`config.mk`:
```
export PLATFORM = sky130hd
export DESIGN_NAME = mp_out_serializer
export DESIGN_NICKNAME = d
export VERILOG_FILES = /design/src/rtl/mp_out_pkg.sv /design/src/rtl/nibble_to_ascii.sv /design/src/rtl/mp_out_serializer.sv
export SDC_FILE = /design/constraint.sdc
export NUM_CORES = 1
export LEC_CHECK = 0
export CORE_UTILIZATION = 40
export CTS_BUF_LIST = sky130_fd_sc_hd__clkbuf_4 sky130_fd_sc_hd__clkbuf_8
export DETAILED_ROUTE_END_ITERATION = 8
export PLACE_DENSITY = 0.63
export SLEW_MARGIN = 15
export SYNTH_ARGS = -nofsm -noshare
export SYNTH_HDL_FRONTEND = slang
export SYNTH_SLANG_ARGS = --single-unit
```
`constraint.sdc`:
```
create_clock -name clk -period 4.85 [get_ports clk]
set_input_delay 0.485 -clock clk [delete_from_list [all_inputs] [get_ports clk]]
set_output_delay 0.485 -clock clk [all_outputs]
set_load 0.05 [all_outputs]
```
`src/rtl/mp_out_pkg.sv`:
```
// Shared state encoding, byte counts and counter widths for the digest output serializer.
// Build option: MP_OUT_ASCII_HEX_EN selects lowercase ASCII-hex output instead of raw bytes.
package mp_out_pkg;

  typedef enum logic [2:0] {
    s_IDLE    = 3'd0,
    s_COLLECT = 3'd1,
    s_SEND    = 3'd2,
    s_WAIT    = 3'd3,
    s_DONE    = 3'd4
  } state_e;

  localparam int unsigned NUM_BYTES_RAW = 32;
  localparam int unsigned NUM_BYTES_HEX = 64;

`ifdef MP_OUT_ASCII_HEX_EN
  localparam int unsigned CHARS_PER_BYTE = 2;
  localparam int unsigned BYTE_CNT_W     = $clog2(NUM_BYTES_HEX);
`else
  localparam int unsigned CHARS_PER_BYTE = 1;
  localparam int unsigned BYTE_CNT_W     = $clog2(NUM_BYTES_RAW);
`endif

  localparam int unsigned WORD_CNT_W = $clog2(8 + 1);

endpackage

```
`src/rtl/nibble_to_ascii.sv`:
```
// Combinational 4-bit to lowercase ASCII hex character lookup.
module nibble_to_ascii (
  input  logic [3:0] nibble_i,
  output logic [7:0] ascii_o
);

  always_comb begin
    ascii_o = 8'h30 + {4'h0, nibble_i};
    if (nibble_i > 4'd9) begin
      ascii_o = 8'h57 + {4'h0, nibble_i};
    end
  end

endmodule

```
`src/rtl/mp_out_serializer.sv`:
```
// Collects a SHA-256 digest word by word and replays it to the UART TX, MSB first.
// Build option: MP_OUT_ASCII_HEX_EN sends each byte as two lowercase ASCII hex characters.
module mp_out_serializer
  import mp_out_pkg::*;
#(
  parameter int unsigned DATA_WIDTH = 32,
  parameter int unsigned NUM_WORDS  = 8
) (
  input  logic                  clk,
  input  logic                  rst,
  input  logic [DATA_WIDTH-1:0] core_data_in,
  input  logic                  core_dv_in,
  output logic                  ready_out,
  output logic [7:0]            tx_byte_out,
  output logic                  tx_dv_out,
  input  logic                  tx_active_in,
  input  logic                  tx_done_in,
  output logic                  done_out
);

  localparam int unsigned BufW     = DATA_WIDTH * NUM_WORDS;
  localparam int unsigned NumXfers = BufW / 8 * CHARS_PER_BYTE;
  localparam int unsigned WordCntW = $clog2(NUM_WORDS + 1);
  localparam int unsigned ByteCntW = $clog2(NumXfers);
  localparam int unsigned IdxW     = $clog2(BufW);

  state_e              state_q;
  logic [BufW-1:0]     buffer_q;
  logic [WordCntW-1:0] word_cnt_q;
  logic [ByteCntW-1:0] byte_cnt_q;
  logic [IdxW-1:0]     word_lsb;
  logic [7:0]          tx_char;

  // Word k lands at the top of the buffer minus k words, so H0 ends up in the MSBs.
  assign word_lsb = IdxW'(BufW - DATA_WIDTH * (word_cnt_q + 1));

`ifdef MP_OUT_ASCII_HEX_EN
  logic [IdxW-1:0] nib_lsb;
  logic [3:0]      nibble;

  assign nib_lsb = IdxW'(BufW - 4 * (byte_cnt_q + 1));
  assign nibble  = buffer_q[nib_lsb +: 4];

  nibble_to_ascii u_nibble_to_ascii (
    .nibble_i (nibble),
    .ascii_o  (tx_char)
  );
`else
  logic [IdxW-1:0] byte_lsb;

  assign byte_lsb = IdxW'(BufW - 8 * (byte_cnt_q + 1));
  assign tx_char  = buffer_q[byte_lsb +: 8];
`endif

  always_ff @(posedge clk) begin
    if (rst) begin
      state_q     <= s_IDLE;
      buffer_q    <= '0;
      word_cnt_q  <= '0;
      byte_cnt_q  <= '0;
      tx_byte_out <= '0;
      tx_dv_out   <= 1'b0;
      done_out    <= 1'b0;
      ready_out   <= 1'b1;
    end else begin
      tx_dv_out <= 1'b0;
      done_out  <= 1'b0;
      case (state_q)
        // IDLE and COLLECT share the store path; word_cnt is 0 in IDLE.
        s_IDLE, s_COLLECT: begin
          if (core_dv_in) begin
            buffer_q[word_lsb +: DATA_WIDTH] <= core_data_in;
            word_cnt_q <= word_cnt_q + 1'b1;
            if (word_cnt_q == WordCntW'(NUM_WORDS - 1)) begin
              state_q    <= s_SEND;
              byte_cnt_q <= '0;
              ready_out  <= 1'b0;
            end else begin
              state_q <= s_COLLECT;
            end
          end
        end
        s_SEND: begin
          if (!tx_active_in) begin
            tx_dv_out   <= 1'b1;
            tx_byte_out <= tx_char;
            state_q     <= s_WAIT;
          end
        end
        s_WAIT: begin
          if (tx_done_in) begin
            if (byte_cnt_q == ByteCntW'(NumXfers - 1)) begin
              state_q  <= s_DONE;
              done_out <= 1'b1;
            end else begin
              byte_cnt_q <= byte_cnt_q + 1'b1;
              state_q    <= s_SEND;
            end
          end
        end
        s_DONE: begin
          state_q    <= s_IDLE;
          word_cnt_q <= '0;
          byte_cnt_q <= '0;
          ready_out  <= 1'b1;
        end
        default: begin
          state_q   <= s_IDLE;
          ready_out <= 1'b1;
        end
      endcase
    end
  end

endmodule

```
==> metrics <==
xor and xnor area share after synthesis 0.00277; synth warn 0; Max-Cap Viols 0; final hold viol count 0; clock slew at reported path FFs 60 ps; Sink Count 279; status complete, but fails checks; Slew Viols, Final 0; number of CTS-inserted buffers 47; Period minus WS final 3630 ps; Synth Net Count 1513; DRC violations left 8; first-pass iteration count of the detailed router 9; vias in the first global route 10200; simple-gate share of the synthesized area 0.213; maximum clock insertion buffer count 3; Vias per Instance 5.80; Synth cell types 49; CTS resizes 0; CTS HTree Levels 2; post-synthesis sequential area ratio 0.441; VDD IR max 0.000283 V; FFs w/ async S/R, synth 0; RD Place Congestion 0.812; R2R cell count 9; critical path startpoint category flop; global-route wire length before repair 57.8 mm; Root Buffer clkbuf_8; main combinational cell family by area after synthesis simple AND/OR/NAND/NOR gates; PD cells 355 mW/mm²; die height 180 µm; DP Wirelength 21.8 mm; DP Worst Slack 1300 ps; fmax 275 MHz; die area 0.0323 mm²; worst rel slew slack 0.0407; Starting Density 0.410; Power Total 5.02 mW; PnR worst setup slack 1220 ps; mux cell area share after synthesis 0.150; data required time of the worst path 5300 ps; largest net degree at the start of global routing 261; Vias 10700; hold_buf cts 0; TritonCTS clock tree yes; antenna violations before repair 4; hold depth 2; crit end category flop; post-synthesis compound-gate area fraction 0.121; Port Buffers 47; Mapped Area 0.0127 mm²; Synth Area in Adders 0.00890; GRT Total Usage 0.226; Static Leak 4.52 nW; Hold WS 227 ps; critical path class reg -> reg; final WL 36.5 mm; GRT overflow 0; final worst-path cycle share 0.749; register bit total from synthesis 279; share of layout cells above drive strength 1 0.134; Post-DRT Antenna Nets 0; Layout area overhead 11.9%; Syn Area/Cell 8.62 µm²; Least-Margin Pin Slew 1440 ps; most frequent cells in the layout nand2_1 (309), dfxtp_1 (277), a21oi_1 (268), nand3_1 (227), clkbuf_8 (64); Final setup viols 0; Min-Delay Path Class in -> reg; # nets final 1467; Ports 48; ys flop type dfxtp_1; worst clock skew 43.9 ps; Critical Path AT 4090 ps; Worst-Skew Late Latency 580 ps; Setup Total Neg Slack 0 ps; post-CTS setup buffers 0; Core Region 0.0308 mm²; commonest non-fill, non-tap cell in the layout nand2_1; CP max FO 17; row cnt 64; Routed WL per cell 19.7 µm; Post-Syn Instances 1467; failing checks design-rule violations; RSZ-0062 raised after global routing false; number of synthesized flops with an enable pin 0; Die Wd 180 µm; DRT iter0 DRCs 1128; post-layout util 0.459
## through the flow
stage | instance area, µm² | std cells
final | 14200 | 1850
after global routing | 14200 | 1849
after CTS | 14200 | 1849
after detailed placement | 13100 | 1768
after global placement | 13100 | 1768
after floorplan | 12700 | 1467
## layer usage
metal | up-vias | wire length [µm] | part of all wire | global-route usage
met5 | - | 50 | 0.0014 | 0
met1 | 5187 | 16100 | 0.44 | 0.312
met3 | 75 | 3230 | 0.089 | 0.0496
met2 | 452 | 16300 | 0.45 | 0.352
li1 | 5012 | - | - | -
met4 | 8 | 820 | 0.022 | 0.0686
## layout make-up
cell class	instances	area, µm²
repair buffers	76	717
multi-input cells	1012	6330
flip-flops and latches	279	5590
diodes	1	2.50
clock buffers	77	972
fillers	2929	16700
clock inverters	4	37.5
well taps	396	495
inverters	5	18.8
## worst paths after layout
kind	startpoint	end	slack, ps
max	word_cnt_q[0]$_SDFFE_PP0P_	buffer_q[5]$_SDFFE_PP0P_	1220
min	rst	tx_byte_out[4]$_SDFFE_PP0P_	230
max reg2reg	word_cnt_q[0]$_SDFFE_PP0P_	buffer_q[5]$_SDFFE_PP0P_	1220
min reg2reg	buffer_q[4]$_SDFFE_PP0P_	buffer_q[4]$_SDFFE_PP0P_	450
## power breakdown
group          total (mW)  switching [mW]  internal (mW)  leakage (nW)
registers            2.35          0.0262           2.33          2.25
logic               0.444           0.330          0.114          1.74
clock network        2.23           0.964           1.26         0.533
## state kept, by name (all words and copies together), names as in the netlist
name	count
tx_byte_out	8
tx_dv_out	1
done_out	1
buffer_q	256
word_cnt_q	4
byte_cnt_q	5
ready_out	1
state_q	3
## synth_stat cells, types with 7 or more instances
master / number / area (µm²)
nand2_1: 309 / 1160
nor3_1: 9 / 45.0
nand3_1: 227 / 1140
ha_1: 9 / 113
clkbuf_1: 112 / 420
buf_2: 43 / 215
nor2_1: 31 / 116
and2_1: 8 / 50.1
a21oi_1: 268 / 1340
mux2i_1: 23 / 230
dfxtp_1: 279 / 5590
a211oi_1: 7 / 52.6
mux4_2: 63 / 1420
## worst max-delay path, stage by stage, from the launching register on
cell and delay (ps):
dfxtp_1 670, ha_1 320, ha_1 320, inv_1 160, ha_1 270, nor2_1 270, and4_1 900, buf_4 380
nand2_1 80, a21oi_1 160
## kinds of logic (layout without fill, tap and decap cells)
logic type,count (synthesis),in the layout
AO/OA/AOI/OAI,291,291
XOR/XNOR,4,4
adder cells (fa/ha/maj),9,9
buffers and inverters,176,162
flip-flops,279,279
multiplexers,97,97
other,0,1
AND/OR/NAND/NOR,611,611
Power figures use the tool's default switching activity.
